$ cat src/rtl/bp_cce_mem_cmd_gate_pkg.sv
// Shared constants for the CCE memory command gate and its header buffer.
package bp_cce_mem_cmd_gate_pkg;

    localparam int unsigned occ_width_lp = 2;

    localparam logic [occ_width_lp-1:0] occ_empty_lp = 2'd0;
    localparam logic [occ_width_lp-1:0] occ_one_lp   = 2'd1;
    localparam logic [occ_width_lp-1:0] occ_full_lp  = 2'd2;

endpackage

$ cat src/rtl/bp_cce_mem_cmd_buffer.sv
// Two-entry FIFO for memory command headers with head/tail registers and
// same-cycle enqueue/dequeue support at every occupancy.
module bp_cce_mem_cmd_buffer
    import bp_cce_mem_cmd_gate_pkg::*;
#(
    parameter int unsigned header_width_p = 128
) (
    input  logic                      clk_i,
    input  logic                      reset_n_i,
    input  logic [header_width_p-1:0] data_i,
    input  logic                      enq_i,
    input  logic                      deq_i,
    output logic [header_width_p-1:0] head_o,
    output logic                      v_o,
    output logic                      full_o
);

    logic [header_width_p-1:0] head_r, head_n;
    logic [header_width_p-1:0] tail_r, tail_n;
    logic [occ_width_lp-1:0]   occ_r, occ_n;

    always_ff @(posedge clk_i or negedge reset_n_i) begin
        if (!reset_n_i) begin
            head_r <= '0;
            tail_r <= '0;
            occ_r  <= occ_empty_lp;
        end else begin
            head_r <= head_n;
            tail_r <= tail_n;
            occ_r  <= occ_n;
        end
    end

    // Head always holds the oldest entry; tail is only meaningful at occupancy 2.
    always_comb begin
        head_n = head_r;
        tail_n = tail_r;
        occ_n  = occ_r;
        unique case (occ_r)
            occ_empty_lp: begin
                if (enq_i) begin
                    head_n = data_i;
                    occ_n  = occ_one_lp;
                end
            end
            occ_one_lp: begin
                unique case ({enq_i, deq_i})
                    2'b11: head_n = data_i;
                    2'b10: begin
                        tail_n = data_i;
                        occ_n  = occ_full_lp;
                    end
                    2'b01: occ_n = occ_empty_lp;
                    default: ;
                endcase
            end
            occ_full_lp: begin
                if (deq_i) begin
                    head_n = tail_r;
                    if (enq_i) begin
                        tail_n = data_i;
                    end else begin
                        occ_n = occ_one_lp;
                    end
                end
            end
            default: occ_n = occ_empty_lp;
        endcase
    end

    assign head_o = head_r;
    assign v_o    = (occ_r != occ_empty_lp);
    assign full_o = (occ_r == occ_full_lp);

endmodule

$ cat src/rtl/bp_cce_mem_cmd_gate.sv
// Output-side gate for CCE memory commands: buffers headers toward the network
// and tracks memory credits that throttle the CCE.
module bp_cce_mem_cmd_gate #(
    parameter  int unsigned mem_noc_max_credits_p = 8,
    parameter  int unsigned header_width_p        = 128,
    localparam int unsigned lg_credits_lp         = $clog2(mem_noc_max_credits_p + 1)
) (
    input  logic                      clk_i,
    input  logic                      reset_n_i,
    input  logic [header_width_p-1:0] mem_cmd_header_i,
    input  logic                      mem_cmd_header_v_i,
    output logic                      mem_cmd_header_ready_and_o,
    output logic [header_width_p-1:0] mem_cmd_header_o,
    output logic                      mem_cmd_header_v_o,
    input  logic                      mem_cmd_header_ready_and_i,
    input  logic                      mem_credit_return_i,
    output logic                      mem_credits_empty_o,
    output logic                      mem_credits_full_o,
    output logic [lg_credits_lp-1:0]  mem_credit_count_o,
    output logic                      credit_error_o
);

    localparam logic [lg_credits_lp-1:0] max_count_lp = lg_credits_lp'(mem_noc_max_credits_p);

    logic [lg_credits_lp-1:0] count_r, count_n;
    logic                     error_r, error_n;
    logic                     buf_full;
    logic                     accept;
    logic                     send;

    assign accept = mem_cmd_header_v_i & mem_cmd_header_ready_and_o;
    assign send   = mem_cmd_header_v_o & mem_cmd_header_ready_and_i;

    bp_cce_mem_cmd_buffer #(
        .header_width_p(header_width_p)
    ) buffer (
        .clk_i     (clk_i),
        .reset_n_i (reset_n_i),
        .data_i    (mem_cmd_header_i),
        .enq_i     (accept),
        .deq_i     (send),
        .head_o    (mem_cmd_header_o),
        .v_o       (mem_cmd_header_v_o),
        .full_o    (buf_full)
    );

    always_ff @(posedge clk_i or negedge reset_n_i) begin
        if (!reset_n_i) begin
            count_r <= max_count_lp;
            error_r <= 1'b0;
        end else begin
            count_r <= count_n;
            error_r <= error_n;
        end
    end

    // A return at max credits is a protocol error; the count saturates instead.
    always_comb begin
        count_n = count_r;
        error_n = error_r;
        unique case ({accept, mem_credit_return_i})
            2'b10: count_n = count_r - lg_credits_lp'(1);
            2'b01: begin
                if (count_r == max_count_lp) begin
                    error_n = 1'b1;
                end else begin
                    count_n = count_r + lg_credits_lp'(1);
                end
            end
            default: ;
        endcase
    end

    assign mem_cmd_header_ready_and_o = ~buf_full & (count_r != '0);
    assign mem_credits_empty_o        = (count_r == '0);
    assign mem_credits_full_o         = (count_r == max_count_lp);
    assign mem_credit_count_o         = count_r;
    assign credit_error_o             = error_r;

endmodule

$ cat config.mk
export PLATFORM = sky130hd
export DESIGN_NAME = bp_cce_mem_cmd_gate
export DESIGN_NICKNAME = d
export VERILOG_FILES = /design/src/rtl/bp_cce_mem_cmd_gate_pkg.sv /design/src/rtl/bp_cce_mem_cmd_buffer.sv /design/src/rtl/bp_cce_mem_cmd_gate.sv
export SDC_FILE = /design/constraint.sdc
export NUM_CORES = 1
export LEC_CHECK = 0
export ABC_AREA = 1
export BUFFER_PORTS_ARGS = -buffer_cell sky130_fd_sc_hd__buf_2
export CAP_MARGIN = 10
export CORE_ASPECT_RATIO = 0.5
export CORE_MARGIN = 2
export CORE_UTILIZATION = 35
export CTS_CLUSTER_DIAMETER = 150
export CTS_CLUSTER_SIZE = 10
export DETAILED_ROUTE_END_ITERATION = 10
export GPL_TIMING_DRIVEN = 0
export PLACE_DENSITY_LB_ADDON = 0.08
export SETUP_SLACK_MARGIN = 0.05
export SYNTH_ARGS = -nofsm -noshare
export SYNTH_HDL_FRONTEND = slang
export SYNTH_SLANG_ARGS = --single-unit
$ cat constraint.sdc
create_clock -name clk_i -period 1.9 [get_ports clk_i]
set_clock_uncertainty 0.05 [all_clocks]
set_input_delay 0.19 -clock clk_i [delete_from_list [all_inputs] [get_ports clk_i]]
set_output_delay 0.19 -clock clk_i [all_outputs]
set_load 0.05 [all_outputs]
==> results of run 1 <==
## registers in the layout (all words and copies together), names as in the netlist
signal	count
buffer.occ_r	2
mem_credit_count_o	4
buffer.tail_r	128
buffer.head_o	128
credit_error_o	1
## timing repair
item / in CTS / in global routing
pin swaps: 4 / 7
hold endpoints to repair: 312 / 0
buffers inserted: 4 / 6
setup endpoints to repair: 122 / 249
hold buffers: 132 / 0
cloned: 0 / 0
gates resized for setup: 19 / 19
## metal layers
layer  vias to the layer above  routed length (um)
li1                       5283                   -
met1                      5064               14900
met2                       176               17100
met3                        64                1090
met4                         0                 981
met5                         -                   0
## worst register-to-register path, cell delays in order (launching register included)
cell and delay, ns:
sky130_fd_sc_hd__dfstp_2 0.55, sky130_fd_sc_hd__nor2_2 0.05, sky130_fd_sc_hd__nand2_2 0.11, sky130_fd_sc_hd__nand3_4 0.11, sky130_fd_sc_hd__nand2_4 0.14, sky130_fd_sc_hd__ha_4 0.22, sky130_fd_sc_hd__nand2_1 0.07, sky130_fd_sc_hd__nand2_1 0.06
sky130_fd_sc_hd__a21oi_2 0.14, sky130_fd_sc_hd__inv_1 0.08, sky130_fd_sc_hd__nand2_2 0.08, sky130_fd_sc_hd__nand3_2 0.09, sky130_fd_sc_hd__nand2_2 0.08, sky130_fd_sc_hd__nand2_1 0.05
## final timing paths
check                                                       start                                end  slack, ns
worst max-delay path            mem_credit_count_o[3]$_DFFE_PN1P_  mem_credit_count_o[3]$_DFFE_PN1P_      -0.04
worst min-delay path                                    reset_n_i     buffer.tail_r[103]$_DFFE_PN0P_       0.13
worst max register to register  mem_credit_count_o[3]$_DFFE_PN1P_  mem_credit_count_o[3]$_DFFE_PN1P_      -0.04
worst min register to register       buffer.head_o[1]$_DFFE_PN0P_       buffer.head_o[1]$_DFFE_PN0P_       0.41
max in group asynchronous                               reset_n_i      buffer.head_o[19]$_DFFE_PN0P_       0.75
min in group clk_i                           mem_cmd_header_i[17]      buffer.tail_r[17]$_DFFE_PN0P_       0.38
## placed cells by master, fill, tap and decap left out, drive strengths merged
cell | synthesis | layout
o21ai | 193 | 193
inv | 142 | 143
nand2 | 588 | 588
dfrtp | 262 | 262
or2 | 1 | 1
dlygate4sd3 | 0 | 132
nand4 | 2 | 2
nor2 | 73 | 73
nand3 | 7 | 7
fa | 1 | 1
dfstp | 1 | 1
o21bai | 1 | 1
clkbuf | 16 | 61
diode | 0 | 1
ha | 2 | 2
buf | 68 | 347
a21oi | 68 | 68
xor2 | 2 | 2
## logic make-up after synthesis
family	Yosys count	synth area share, %
xor gates and xnor gates	2	0.148
DFF	263	55.6
AOI/OAI and AO/OA	262	12.4
and+or+nand+nor	671	21.7
buffers and inverters	226	9.90
adders and majority gates	3	0.380
## per-stage QoR
step / TNS, ns / util [%] / instances
final: -0.0363 / 48.8 / 2326
after global routing: -6.47 / 48.8 / 2326
after CTS: -0.00589 / 48.5 / 2319
after detailed placement: -3.04 / 41.7 / 2139
after global placement: -1138.64 / 41.5 / 2137
after floorplan: -46.39 / - / 1427
## power by group
part / switching [W] / leakage [nW] / internal (W)
registers: 0.00121 / 3.14 / 0.00828
logic: 0.0103 / 5.24 / 0.00399
clock network: 0.00227 / 0.401 / 0.00294
## layout make-up
class	instances	area, um2	share of cell area [%]
sequential	263	6590	40.7
multi-input combinational	938	4170	25.8
timing repair buffer	413	2830	17.5
clock buffer	43	821	5.07
buffer	84	686	4.24
tap	441	552	3.41
inverter	142	533	3.29
clock inverter	1	8.76	0.0541
antenna	1	2.50	0.0155
==> metrics.yaml, run 1 <==
yosys:
  async_flop_share_pct: 100
  ys_warn_count: 0
  netlist.area_leader.share_pct: 55.3
  synth_cell_type_count: 27
  synth.most_common_cell: "sky130_fd_sc_hd__nand2_1"
  synth.top_cells.by_count: "586 x sky130_fd_sc_hd__nand2_1, 262 x sky130_fd_sc_hd__dfrtp_1, 146 x sky130_fd_sc_hd__o21ai_0"
  ys.flop_type: "sky130_fd_sc_hd__dfrtp_1"
  avgSynthCellArea_um2: 8.30
  synth_seq_area_share_pct: 55.6
  post_synth_instance_area_um2: 11800
  synth_top_area_cell: "sky130_fd_sc_hd__dfrtp_1"
  postSynthCellCount: 1427
  yosys-top-cells-area: "sky130_fd_sc_hd__dfrtp_1 55%, sky130_fd_sc_hd__nand2_1 19%, sky130_fd_sc_hd__o21ai_0 6.2%, sky130_fd_sc_hd__inv_1 4.4%, sky130_fd_sc_hd__a21oi_1 2.5%"
  postSynthNetCount: 1563
  count_of_state_elements_after_synthesis: 263
  number_of_enable_flip_flop_cells_after_synthesis: 0
floorplanning:
  initial_core_util_pct: 35.7
  die_h_um: 134
  pin_count: 270
  die-width_um: 264
  die_area_um2: 35400
  core-area_um2: 33200
  rows: 47
placement:
  port_buffer_count: 269
  dp_slack_ns: -0.133
  dpl_cell_area_um2: 13800
  hpwlAfterDp_um: 23500
  place_congestion: 0.811
clocking:
  clkLatencyLatePin_ns: 0.55
  cts_inserted_buffers: 30
  clock_tree.root_cell: "sky130_fd_sc_hd__clkbuf_16"
  h-tree-depth: 1
  cts_tree: "yes"
  cts_max_path_buffers: 3
  cts.sinks: 263
  worst_setup_hold_path_clk_slew_ns: 0.06
setup_path:
  critPathTopFamily: "simple AND/OR/NAND/NOR gates"
  critical_path_buf_inv_count: 1
  largest_incremental_delay_on_the_critical_path_ns: 0.55
  r2r_cells: 13
  worst-endpoint-required_ns: 2.33
  crit_arrival_ns: 2.37
  worstSetupStartpointType: "flip-flop"
  crit_fanout: 5
  timing.critical_path.cells: "nor2_2 -> nand2_2 -> nand3_4 -> nand2_4 -> ha_4 -> nand2_1 -> nand2_1 -> a21oi_2 -> inv_1 -> nand2_2 -> nand3_2 -> nand2_2 -> nand2_1"
  critPathSlowestCell: "sky130_fd_sc_hd__dfstp_2"
  type_of_the_worst_setup_path: "reg -> reg"
  timing.critical_path.to_type: "flip-flop"
  path_depth: 13
timing:
  timing.final.ws_setup_ns: -0.0363
  max_freq_mhz: 516
  relSlewSlack_pct: 62.0
  transition_time_of_the_tightest_slew_check_pin_ns: 0.570
  final_clock_period_utilization_by_the_worst_path_pct: 102
  slew_violations: 0
  hold-worst-slack_ns: 0.127
  grt_setup_unrepaired: "true"
  hold_violations: 0
  setup_viol: 1
  period_needed_ns: 1.94
run_status:
  violations_in_the_final_reports: "negative setup slack"
  outcome: "complete, but fails checks"
layout:
  fraction_of_layout_cells_with_a_size_suffix_above_1_pct: 24.0
  nets: 2008
  layout.filler_cells: 3298
  finish.instance_area_um2: 16200
  area.growth.synth_to_final_pct: 36.6
global_route:
  globalRoute.totalOverflow: 0
  grt_first_pass_wirelength_um: 55700
  grtUsageMet3_pct: 3.10
  most_congested_layer_reported_by_global_routing: "met2"
  global_route.usage.met1_pct: 24.8
  antenna_violations_before_repair: 1
  first_global_vias: 10900
  grt_max_degree: 105
  global_route.usage.total_pct: 19.5
  grt_util_met2_pct: 34.4
pwr:
  power_total_w: 0.0290
  total_leakage_power_nw: 8.78
  cellPowerDensity_nw_per_um2: 1790
  vdd.ir_drop.worst_mv: 0.754
route:
  routed_wirelength_um: 34000
  detailedRoute.firstIterationViolations: 434
  via_count: 10600
  first_pass_iters: 5
  via_per_inst: 4.55
  drt.antenna.violating_nets: 0
  detail_route.wl_per_cell_um: 14.6
  drc: 0
job:
  max_cap_violations: 0
hold_path:
  worst_hold_path_type: "in -> async"
(Power assumes the default switching activity.)
==> run 2: changes to the inputs <==
Settings changed: BUFFER_PORTS_ARGS -buffer_cell sky130_fd_sc_hd__buf_2 to -buffer_cell sky130_fd_sc_hd__buf_4, CORE_ASPECT_RATIO 0.5 to 0.7.
==> run 2 against run 1 <==
The run still ends with negative setup slack left. Routed wire length increased by 6.8%. Design area increased by 9.8%. Clock power hardly changed. Count of clock-buffer cells in the layout rose by 1. Sequential cell count unchanged. Via count up 1.5%. Sequential power rose by 2.3%. Critical path depth shrank 7. Largest power group unchanged. Highest routed layer unchanged.
==> metrics.yaml, run 2 (synthesis gave the netlist of run 1 again) <==
run_status:
  outcome: "complete, but fails checks"
  violations_in_the_final_reports: "negative setup slack"
timing:
  grt_setup_unrepaired: "true"
  hold_violations: 0
  timing.final.ws_setup_ns: -0.00620
  transition_time_of_the_tightest_slew_check_pin_ns: 0.541
  max_freq_mhz: 525
  setup-tns-final_ns: -0.00620
  relSlewSlack_pct: 64.0
  final_clock_period_utilization_by_the_worst_path_pct: 100
  slew_violations: 0
  period_needed_ns: 1.91
  setup_viol: 1
floorplanning:
  die_area_um2: 35400
  die_h_um: 158
  die-width_um: 224
  rows: 56
  pin_count: 270
  core-area_um2: 33400
  initial_core_util_pct: 35.4
job:
  max_cap_violations: 0
setup_path:
  worst-endpoint-required_ns: 1.66
  type_of_the_worst_setup_path: "reg -> out"
  timing.critical_path.to_type: "output port"
  crit_arrival_ns: 1.67
  worstSetupStartpointType: "flip-flop"
  crit_fanout: 3
global_route:
  first_global_vias: 10200
  antenna_violations_before_repair: 5
  grt_first_pass_wirelength_um: 55500
  global_route.usage.total_pct: 19.7
  grt_max_degree: 100
  globalRoute.totalOverflow: 0
layout:
  fraction_of_layout_cells_with_a_size_suffix_above_1_pct: 28.5
  layout.cells.most_common_list: "512 x sky130_fd_sc_hd__nand2_1, 286 x sky130_fd_sc_hd__buf_4, 259 x sky130_fd_sc_hd__dfrtp_1, 146 x sky130_fd_sc_hd__o21ai_0, 136 x sky130_fd_sc_hd__inv_1"
  fin_cells: 2349
  area.growth.synth_to_final_pct: 50.0
  layout_commonest_cell: "sky130_fd_sc_hd__nand2_1"
  nets: 2031
clocking:
  cts_inserted_buffers: 30
  worst_setup_hold_path_clk_slew_ns: 0.06
  clkLatencyLatePin_ns: 0.55
  cts_tree: "yes"
  clock_tree.root_cell: "sky130_fd_sc_hd__clkbuf_16"
  h-tree-depth: 1
  cts.sinks: 263
  cts_max_path_buffers: 3
pwr:
  seqPwrFrac_pct: 30.0
  p_switching_w: 0.0147
  power_frac_clock_pct: 16.1
  total_leakage_power_nw: 9.36
  proportion_of_power_drawn_by_combinational_gates_pct: 53.8
  power_total_w: 0.0323
  cellPowerDensity_nw_per_um2: 1820
  vdd.ir_drop.worst_mv: 1.18
  sw_frac_of_total_pct: 45.5
  cell_internal_pwr_w: 0.0176
route:
  via_per_inst: 4.57
  routed_wirelength_um: 36400
  detailedRoute.firstIterationViolations: 644
  drc: 0
  first_pass_iters: 5
  drt.antenna.violating_nets: 0
  via_count: 10700
  detail_route.wl_per_cell_um: 15.5
hold_path:
  worst_hold_path_type: "in -> async"
placement:
  port_buffer_count: 269
  dp_cells: 2133
  place_congestion: 0.815
  hpwlAfterDp_um: 23500
run 2: changes by cell type in the layout (fill, tap and decap cells not counted), moves of 8 or more:
cell / previous run / this run
sky130_fd_sc_hd__nand2_1: 582 / 512
sky130_fd_sc_hd__buf_4: 41 / 286
sky130_fd_sc_hd__buf_2: 271 / 5
sky130_fd_sc_hd__nand2_4: 1 / 12
sky130_fd_sc_hd__nand2_2: 5 / 64
sky130_fd_sc_hd__buf_8: 5 / 15
sky130_fd_sc_hd__buf_6: 26 / 34
sky130_fd_sc_hd__clkbuf_16: 31 / 47
sky130_fd_sc_hd__buf_12: 1 / 10
run 2: worst paths after layout:
path                       slack (ns)  depth (start not counted)                              start                            end
max in group asynchronous        0.42                          4                          reset_n_i   buffer.tail_r[4]$_DFFE_PN0P_
max                            -0.006                          6  mem_credit_count_o[3]$_DFFE_PN1P_     mem_cmd_header_ready_and_o
min reg2reg                      0.42                          2      buffer.head_o[50]$_DFFE_PN0P_  buffer.head_o[50]$_DFFE_PN0P_
max reg2reg                      0.03                         11  mem_credit_count_o[3]$_DFFE_PN1P_  buffer.head_o[84]$_DFFE_PN0P_
min in group clk_i               0.34                          3         mem_cmd_header_ready_and_i    buffer.occ_r[1]$_DFFE_PN0P_
min                              0.08                          2                          reset_n_i  buffer.head_o[48]$_DFFE_PN0P_
run 2: final cells by class:
| class | count | area (um2) |
|---|---|---|
| repair buffers | 436 | 3970 |
| multi-input cells | 938 | 4400 |
| inverters | 142 | 541 |
| well taps | 435 | 544 |
| fillers | 3134 | 15700 |
| flip-flops and latches | 263 | 6590 |
| clock inverters | 1 | 8.76 |
| clock buffers | 44 | 825 |
| plain buffers | 84 | 887 |
| diodes | 6 | 15.0 |
run 2: stage by stage:
| step | instance area [um2] | hold slack [ns] | setup WS [ns] | utilization (%) |
|---|---|---|---|---|
| global placement | 14400 | 0.355 | -2.14 | 43.2 |
| floorplan | 11900 | -0.156 | -0.368 | - |
| CTS | 16700 | 0.159 | -0.0119 | 50.0 |
| finish | 17800 | 0.0840 | -0.00620 | 53.2 |
| global route | 17800 | 0.129 | -0.0932 | 53.2 |
| detailed placement | 14500 | 0.162 | -0.132 | 43.3 |
run 2: what timing repair did:
item / CTS / global route
setup buffers: 2 / 14
pin swaps: 0 / 24
endpoints found under the setup margin: 122 / 248
cloned: 0 / 16
resized for setup: 16 / 160
endpoints found under the hold margin: 337 / 0
hold buffers: 133 / 0
run 2: worst max-delay path, stage by stage, from the launching register on:
cell,delay [ns]
sky130_fd_sc_hd__dfstp_2,0.55
sky130_fd_sc_hd__nor2_2,0.04
sky130_fd_sc_hd__nand2_2,0.09
sky130_fd_sc_hd__buf_6,0.12
sky130_fd_sc_hd__inv_6,0.03
sky130_fd_sc_hd__nor2_4,0.12
sky130_fd_sc_hd__buf_8,0.16
run 2: per-layer routing:
metal	global-route usage, %	wire length (um)
met5	0	0
met4	4.29	638
met3	3.29	1470
met2	31.2	16600
met1	28.4	17600
run 2: power groups by stage:
stage                     clock [W]  combinational (W)  sequential, W
after floorplan                   0            0.00544         0.0142
after global placement            0             0.0146        0.00963
after detailed placement          0             0.0148        0.00967
after CTS                   0.00537             0.0152        0.00961
after global routing        0.00563             0.0188         0.0100
final                       0.00522             0.0174        0.00971
